==> src/rtl/kd_result_serializer.sv <==
// kd_result_serializer
//   Captures the final per-patch {index, distance} minima of a query into a
//   two-slot ping-pong buffer and drains them one patch per beat over a
//   valid/ready stream, tagging each beat with {query_addr, beat}. Capture of
//   the next query may overlap the draining of the current one.
//
// Optional feature (macro RESULT_THRESH_EN):
//   Adds input dist_thresh. A beat whose distance is above the threshold
//   (unsigned) presents an all-ones index as a no-match marker; the distance
//   itself is passed unchanged.
//
// Ports:
//   clk, rst_n    clock, asynchronous active-low reset
//   in_valid      upstream valid
//   in_last       upstream query-last; capture strobe = in_valid & in_last
//   in_idx        NUM_PATCH*IDX_W flat indices, patch k at [k*IDX_W +: IDX_W]
//   in_dist       NUM_PATCH*DIST_W flat distances, same packing
//   clear_addr    frame start: zero query address and overflow flag
//   dist_thresh   (RESULT_THRESH_EN only) no-match distance threshold
//   out_valid     result beat available
//   out_ready     downstream accepts beat
//   out_idx       index of current beat
//   out_dist      distance of current beat
//   out_addr      {query_addr, beat}
//   busy          at least one slot holds undrained results
//   overflow      sticky: a capture arrived with both slots full and was dropped
module kd_result_serializer #(
  parameter int NUM_PATCH = 8,
  parameter int IDX_W     = 15,
  parameter int DIST_W    = 11,
  parameter int ADDR_W    = 9
) (
  input  logic                                  clk,
  input  logic                                  rst_n,
  input  logic                                  in_valid,
  input  logic                                  in_last,
  input  logic [NUM_PATCH*IDX_W-1:0]            in_idx,
  input  logic [NUM_PATCH*DIST_W-1:0]           in_dist,
  input  logic                                  clear_addr,
`ifdef RESULT_THRESH_EN
  input  logic [DIST_W-1:0]                     dist_thresh,
`endif
  output logic                                  out_valid,
  input  logic                                  out_ready,
  output logic [IDX_W-1:0]                      out_idx,
  output logic [DIST_W-1:0]                     out_dist,
  output logic [ADDR_W+$clog2(NUM_PATCH)-1:0]   out_addr,
  output logic                                  busy,
  output logic                                  overflow
);

  localparam int BEAT_W = $clog2(NUM_PATCH);

  // Slot storage: [slot][patch]
  logic [IDX_W-1:0]  idx_q  [2][NUM_PATCH];
  logic [DIST_W-1:0] dist_q [2][NUM_PATCH];

  logic              wr_ptr_q, rd_ptr_q;
  logic [1:0]        count_q, count_d;
  logic [BEAT_W-1:0] beat_q, beat_d;
  logic [ADDR_W-1:0] query_addr_q, query_addr_d;
  logic              overflow_q, overflow_d;

  logic strobe, xfer, release_beat, cap_accept, cap_drop;
  logic [IDX_W-1:0]  rd_idx;
  logic [DIST_W-1:0] rd_dist;

  assign strobe       = in_valid & in_last;
  assign xfer         = out_valid & out_ready;
  assign release_beat = xfer & (beat_q == BEAT_W'(NUM_PATCH - 1));
  // A full buffer can still take a capture when the oldest slot frees this cycle;
  // the write then lands in the slot being released (wr_ptr == rd_ptr when full).
  assign cap_accept   = strobe & ((count_q != 2'd2) | release_beat);
  assign cap_drop     = strobe & (count_q == 2'd2) & ~release_beat;

  always_comb begin
    count_d      = count_q + {1'b0, cap_accept} - {1'b0, release_beat};
    beat_d       = beat_q;
    query_addr_d = query_addr_q;
    overflow_d   = overflow_q;
    if (release_beat)  beat_d = '0;
    else if (xfer)     beat_d = beat_q + 1'b1;
    if (clear_addr)        query_addr_d = '0;
    else if (release_beat) query_addr_d = query_addr_q + 1'b1;
    // A same-cycle drop outranks clear_addr so the loss is never hidden.
    if (cap_drop)        overflow_d = 1'b1;
    else if (clear_addr) overflow_d = 1'b0;
  end

  always_ff @(posedge clk or negedge rst_n) begin
    if (!rst_n) begin
      wr_ptr_q     <= 1'b0;
      rd_ptr_q     <= 1'b0;
      count_q      <= '0;
      beat_q       <= '0;
      query_addr_q <= '0;
      overflow_q   <= 1'b0;
      for (int s = 0; s < 2; s++) begin
        for (int k = 0; k < NUM_PATCH; k++) begin
          idx_q[s][k]  <= '0;
          dist_q[s][k] <= '0;
        end
      end
    end else begin
      count_q      <= count_d;
      beat_q       <= beat_d;
      query_addr_q <= query_addr_d;
      overflow_q   <= overflow_d;
      if (release_beat) rd_ptr_q <= ~rd_ptr_q;
      if (cap_accept) begin
        wr_ptr_q <= ~wr_ptr_q;
        for (int k = 0; k < NUM_PATCH; k++) begin
          idx_q[wr_ptr_q][k]  <= in_idx[k*IDX_W +: IDX_W];
          dist_q[wr_ptr_q][k] <= in_dist[k*DIST_W +: DIST_W];
        end
      end
    end
  end

  assign rd_idx    = idx_q[rd_ptr_q][beat_q];
  assign rd_dist   = dist_q[rd_ptr_q][beat_q];
  assign out_valid = (count_q != 2'd0);
  assign busy      = (count_q != 2'd0);
  assign overflow  = overflow_q;
  assign out_dist  = rd_dist;
  assign out_addr  = {query_addr_q, beat_q};

`ifdef RESULT_THRESH_EN
  assign out_idx = (rd_dist > dist_thresh) ? {IDX_W{1'b1}} : rd_idx;
`else
  assign out_idx = rd_idx;
`endif

endmodule

==> config.mk <==
export PLATFORM = sky130hd
export DESIGN_NAME = kd_result_serializer
export DESIGN_NICKNAME = d
export VERILOG_FILES = /design/src/rtl/kd_result_serializer.sv
export SDC_FILE = /design/constraint.sdc
export NUM_CORES = 1
export LEC_CHECK = 0
export ABC_AREA = 1
export CAP_MARGIN = 20
export CORE_MARGIN = 3
export CORE_UTILIZATION = 40
export DETAILED_ROUTE_END_ITERATION = 16
export SLEW_MARGIN = 25
export SYNTH_ARGS = -nofsm -noshare
export SYNTH_HDL_FRONTEND = slang
export SYNTH_SLANG_ARGS = --single-unit
==> constraint.sdc <==
create_clock -name clk -period 2.2 [get_ports clk]
set_input_delay 0.44 -clock clk [delete_from_list [all_inputs] [get_ports clk]]
set_output_delay 0.44 -clock clk [all_outputs]
set_load 0.005 [all_outputs]
==> impl_results.md, run 1 <==
- Drt total wl: around 100 mm
- Yosys cell types: 21
- CTS root buf: clkbuf_16
- Drt initial violations: about 2500
- Final hold viol count: 0
- Area added between synthesis and finish: 61.8%
- Final #Nets: a little under 4000
- CTS sink cnt: ~430
- Max-Slew Margin vs Limit: 29.0%
- # Max-Cap Violations: 0
- Status: finished, violations left
- Largest net degree at the start of global routing: between 150 and 200
- Layout cells sized above 1: a little over a third
- Leakage: 0.0185 uW
- CTS Buf Count: 52
- Finished Cell Area: 37500 sq um
- IO Port Bufs: approximately 250
- Core ar.: 56800 sq um
- Clock-pin slew on the worst setup and hold paths: 60 ps
- Max VDD drop: ~1200 uV
- # setup viols final: between 400 and 500
- Finished Layout Cells: ~4400
- Final Util: 66.0%
- # rows: 87
- Cells after DPL: about 4100
- Overall die area: between 60000 and 70000 sq um
- Routed via count: 25900
- Via/cell ratio: just under 6
- Ports: between 200 and 300
- Gr ovfl total: 0
- Gr usage total: a little under a third
- Crit path DAT: about 2400 ps
- Gate Count Post-Synth: ~3200
- CP max FO: 8
- Dpl cell area: between 20000 and 30000 sq um
- GPL Wtd Cong: 0.913
- Initial antenna violation count: 2
- Initial Util: between 40% and 50%
- Worst Setup Path Type: reg2out
- Max Freq: approximately 360 MHz
- WL/cell: between 20 and 25 um
- Post-synth top flop: dfrtp_1
- Post-layout min period: 2790 ps
- Slew Limit Fails: 0
- CP Capture Type: primary output
- FF+latch count, synth: 433
- Final Cycle Share: 127%
- Largest cells by area after synthesis: dfrtp_1 (47%), nand2_1 (23%), nand4_1 (11%)
- Vias in the first global route: 24600
- Fraction of registers with async set/reset: between 90% and 100%
- Average cell area after synthesis: slightly above 7 sq um
- Setup TNS: -61790 ps
- # H-tree levels: 2
- Final WS setup: -589 ps
- Slew @ Worst Pin: roughly 1100 ps
- Die W: around 250 um
- Area share of the largest cell type after synthesis: 46.8%
- Initial DRT Pass Iterations: 7
- CP startpoint kind: flop
- RSZ-0062 raised after global routing: yes
- Register area share after synthesis: 46.8%
- Critical path required time: between 1500 and 2000 ps
- Remaining antenna violation count: 0
- Clock Tree Buf Depth: 3
- Worst min path class: in2async
- DPL Wire Length: between 50 and 60 mm
- Syn nets: 3445
- First-pass GRT wire length: between 100 and 150 mm
- Post-Syn Area: around 23000 sq um
- Number of synthesized flops with an enable pin: 0
- PwrDens: around 1600 nW/um^2
- Die H: 247 um
- Residual DRC: 0
- Post-synth top area cell: dfrtp_1
- Setup WS pre-CTS: -410 ps
- CTS tree: built
- Clk Latency, worst-skew pair: 620 ps
- Synth warnings: 0
- Clock skew: approximately 21 ps
- Failing checks: negative setup slack
flip-flops by register name (all words and copies together), names as in the netlist:
name and count:
beat_q 3, count_q 2, dist_q 176, idx_q 240, overflow 1, query_addr_q 9
rd_ptr_q 1, wr_ptr_q 1
metal layers:
metal / global-route usage [%] / vias to the layer above / share of wire (%)
met1: 41.5 / 12700 / 38
met5: 0 / - / 0
met2: 51.1 / 1569 / 47
met3: 5.77 / 353 / 9.7
met4: 14.0 / 0 / 5.5
li1: - / 11300 / -
cell usage after synthesis (3+ instances only):
master	count
buf_1	26
buf_2	100
buf_4	12
buf_6	18
clkbuf_1	115
clkinv_1	3
dfrtp_1	433
ha_1	5
inv_1	328
inv_2	3
nand2_1	1414
nand3_1	322
nand4_1	419
nor2_1	15
o21ai_0	6
metrics by stage:
step	total power, uW	hold slack, ps
3_3_place_gp	35500	320
6_report	60400	297
4_1_cts	53900	290
5_1_grt	63100	312
2_1_floorplan	26000	144
3_5_place_dp	35900	321
path summary, 6_finish.rpt:
kind / startpoint / endpoint / cells after the start / slack [ps]
setup reg to reg: beat_q[0]$_DFFE_PN0P_ / idx_q[45]$_DFFE_PN0P_ / 15 / -220
setup / recovery: rd_ptr_q$_DFFE_PN0N_ / out_idx[13] / 10 / -590
max in group asynchronous: rst_n / idx_q[233]$_DFFE_PN0P_ / 3 / 1070
hold reg to reg: idx_q[134]$_DFFE_PN0P_ / idx_q[134]$_DFFE_PN0P_ / 2 / 470
min in group clk: in_idx[27] / idx_q[102]$_DFFE_PN0P_ / 3 / 420
hold / removal: rst_n / query_addr_q[8]$_DFFE_PN0P_ / 2 / 300
power by group:
part	internal, uW	switching (uW)	leakage [uW]	total [uW]
registers	11600	3410	0.00542	15000
logic	16300	20100	0.0122	36400
clock network	5380	3670	0.000885	9050
total	33300	27100	0.0185	60400
cells by family (layout without fill, tap and decap cells):
logic type | count (synthesis) | in the layout | synth area share [%]
AO/OA/AOI/OAI | 6 | 6 | 0.130
XOR/XNOR | 3 | 3 | 0.113
adder cells (fa/ha/maj) | 5 | 5 | 0.270
buffers and inverters | 605 | 1060 | 11.1
flip-flops | 433 | 433 | 46.8
other | 0 | 2 | 0
AND/OR/NAND/NOR | 2174 | 2174 | 41.6
critical path, stage by stage (launching register included):
cell and delay, ps:
dfrtp_4 450, buf_12 180, clkinv_16 100, buf_12 150, buf_4 130, nand2_1 60, nand3_1 100, nand3_1 150
nand3_2 150, nand2_2 130, buf_2 120
layout by cell type, fill, tap and decap left out, drive strengths merged, types with 6 or more instances in the layout:
cell and n:
nand2 1416, dfrtp 433, nand4 419, buf 376, inv 334, nand3 323, clkdlybuf4s50 224, clkbuf 100
nor2 15, clkinv 15, o21ai 6
area by class of cell:
cell class	count	area (sq um)
flip-flops and latches	433	10800
repair inverters	1	30.0
multi-input cells	2188	13800
well taps	756	946
repair buffers	628	8800
clock buffers	78	1570
diodes	2	5.00
inverters	334	1300
fillers	4337	19300
clock inverters	19	205
repair_timing:
| item | CTS | global route |
|---|---|---|
| setup endpoints to repair | 448 | 446 |
| buffers inserted | 115 | 35 |
| endpoints found under the hold margin | 21 | 0 |
| gates cloned | 70 | 26 |
| pin swaps | 167 | 104 |
| hold buffers | 1 | 0 |
| resized for setup | 579 | 931 |
(Power assumes the default switching activity.)
==> inputs of run 2 (changes only) <==
--- a/config.mk
+++ b/config.mk
@@ -10,6 +10,8 @@
 export CORE_MARGIN = 3
 export CORE_UTILIZATION = 40
 export DETAILED_ROUTE_END_ITERATION = 16
+export GPL_TIMING_DRIVEN = 1
+export RECOVER_POWER = 50
 export SLEW_MARGIN = 25
 export SYNTH_ARGS = -nofsm -noshare
 export SYNTH_HDL_FRONTEND = slang
==> run 2 against run 1 <==
Compared with the run above: the flow finishes with violations (max-capacitance violations, max-slew violations, negative setup slack); worst setup slack gained 8.6 ps; global-route usage is the same; non-clock buffer count is the same; die area is the same; via count shrank 0.25%; hold slack gained 130 ps; total power is essentially flat; clock skew shrank 1.2 ps; sequential cell count is the same; wire length shrank 0.12%; combinational power is essentially flat; critical path type unchanged; largest power group unchanged.
==> impl_results.md, run 2 (synthesis results as in run 1) <==
- Max Freq: 360 MHz (+0.31%)
- Drt total wl: 104 mm (-0.12%)
- # H-tree levels: 2 (unchanged)
- Top flop regs: idx_q (240), dist_q (176), query_addr_q (9)
- Routing usage on met1: 41.5% (unchanged)
- RSZ-0062 raised after global routing: yes
- Worst Setup Path Type: reg2out
- Post-layout min period: 2780 ps (-8.61 ps)
- First-pass GRT wire length: 148 mm (unchanged)
- # rows: 87 (unchanged)
- CTS tree: built
- Gr ovfl total: 0 (unchanged)
- Max VDD drop: 1200 uV (+0.34%)
- Final hold viol count: 0 (unchanged)
- Core ar.: 56800 sq um (unchanged)
- WL/cell: 23.5 um (-0.12%)
- Initial Util: 40.8% (unchanged)
- # setup viols final: 499 (+16%)
- Vias in the first global route: 24600 (unchanged)
- Failing checks: max-capacitance violations, max-slew violations, negative setup slack
- Reg2Reg Depth: 15 (unchanged)
- Leakage: 0.0185 uW (about the same)
- Worst min path class: in2reg
- Clock skew: 20.0 ps (-1.19 ps)
- Via/cell ratio: 5.82 (-0.25%)
- Largest net degree at the start of global routing: 151 (unchanged)
- Final #Nets: 3857 (unchanged)
- Gr busiest metal: met2
- Initial DRT Pass Iterations: 6 (-1)
- Number of fill cells: 4339 (+0.046%)
- # Max-Cap Violations: 1 (+1)
- Crit path DAT: 2340 ps (about the same)
- CTS root buf: clkbuf_16
- Die H: 247 um (unchanged)
- CTS Buf Count: 52 (unchanged)
- Final WS setup: -580 ps (+8.61 ps)
- CTS sink cnt: 433 (unchanged)
- Clock Tree Buf Depth: 3 (unchanged)
- Overall die area: 60800 sq um (unchanged)
- Cells on Worst Hold Path: 3
- DPL Wire Length: 56.8 mm (unchanged)
- Layout cells sized above 1: 36.3% (about the same)
- Area added between synthesis and finish: 61.7% (about the same)
- Ports: 255 (unchanged)
- Critical path required time: 1760 ps (about the same)
- CP max FO: 9 (+1)
- Clk Latency, worst-skew pair: 620 ps (about the same)
- Setup WS pre-CTS: -410 ps (unchanged)
- Status: finished, violations left
- Most frequent cells in the layout: nand2_1 (769), dfrtp_1 (429), nand4_1 (419)
- Routed via count: 25800 (-0.25%)
- Slew Limit Fails: 27 (+27)
- Gr usage total: 31.6% (unchanged)
- Residual DRC: 0 (unchanged)
- Slew @ Worst Pin: 1690 ps (+621 ps)
- CP Capture Type: primary output
- Grt met2 use: 51.1% (unchanged)
- Grt met3 use: 5.77% (unchanged)
- Commonest non-fill, non-tap cell in the layout: nand2_1
- Remaining antenna violation count: 0 (unchanged)
- Final Cycle Share: 126% (-0.39 points)
- Max-Slew Margin vs Limit: -12.4% (-41 points)
- Initial antenna violation count: 2 (unchanged)
- Drt initial violations: 2480 (-2.0%)
- CP startpoint kind: flop
- Total Power: 60400 uW (about the same)
- Clock-pin slew on the worst setup and hold paths: 60 ps (about the same)
- IO Port Bufs: 254 (unchanged)
- GPL Wtd Cong: 0.913 (unchanged)
- Die W: 247 um (unchanged)
- Biggest register: idx_q
- PwrDens: 1610 nW/um^2 (about the same)
- Max reg flops: 240 (unchanged)
## run 2: changes by cell type in the layout (fill, tap and decap cells not counted), sizes merged
cell | previous run | this run
clkbuf | 100 | 101
dlymetal6s4s | 0 | 1
buf | 376 | 374
## run 2: metal layers
layer	part of all wire, %	vias up
met5	0	-
met4	5.5	0
met3	9.4	389
met2	47	1512
met1	38	12700
li1	-	11300
## run 2: power by group
| part | internal, uW | switching [uW] |
|---|---|---|
| clock network | 5380 | 3660 |
| registers | 11600 | 3410 |
| logic | 16300 | 20100 |
| total | 33300 | 27100 |
## run 2: what timing repair did
action | 4_1_cts | 5_1_grt
cloned | 70 | 26
endpoints found under the setup margin | 448 | 446
hold buffers | 1 | 0
buffers inserted | 115 | 35
endpoints found under the hold margin | 21 | 0
pin swaps | 167 | 104
resized for setup | 579 | 931
## run 2: worst paths after layout
kind / start / to / slack (ps)
min in group asynchronous: rst_n / query_addr_q[8]$_DFFE_PN0P_ / 910
hold reg to reg: idx_q[134]$_DFFE_PN0P_ / idx_q[134]$_DFFE_PN0P_ / 470
setup / recovery: rd_ptr_q$_DFFE_PN0N_ / out_dist[4] / -580
setup reg to reg: beat_q[0]$_DFFE_PN0P_ / idx_q[201]$_DFFE_PN0P_ / -220
hold / removal: in_idx[27] / idx_q[102]$_DFFE_PN0P_ / 420
max in group asynchronous: rst_n / idx_q[83]$_DFFE_PN0P_ / -80
## run 2: stage by stage
step	instances	utilization [%]	setup TNS, ps	cell area, sq um	hold slack, ps
6_report	4439	65.9	-64960	37500	423
5_1_grt	4439	65.9	-134090	37500	435
4_1_cts	4413	59.9	-36910	34000	290
3_5_place_dp	4132	48.4	-96620	27500	321
3_3_place_gp	4132	48.4	-86480	27500	320
2_1_floorplan	3226	-	0	23200	144
## run 2: area by class of cell
cell class	count	area, sq um	area share (%)
well taps	756	946	2.52
diodes	2	5.00	0.0134
clock inverters	19	205	0.548
repair inverters	1	30.0	0.0801
multi-input cells	2188	13800	36.8
flip-flops and latches	433	10800	29.0
repair buffers	628	8790	23.5
inverters	334	1300	3.46
clock buffers	78	1570	4.19
## run 2: critical path: stages, from the launching register on
cell	delay (ps)
dfrtp_4	510
buf_12	170
buf_12	170
buf_16	160
nand2_1	90
nand3_1	140
nand3_4	120
nand3_4	100
nand2_2	130
buf_2	130
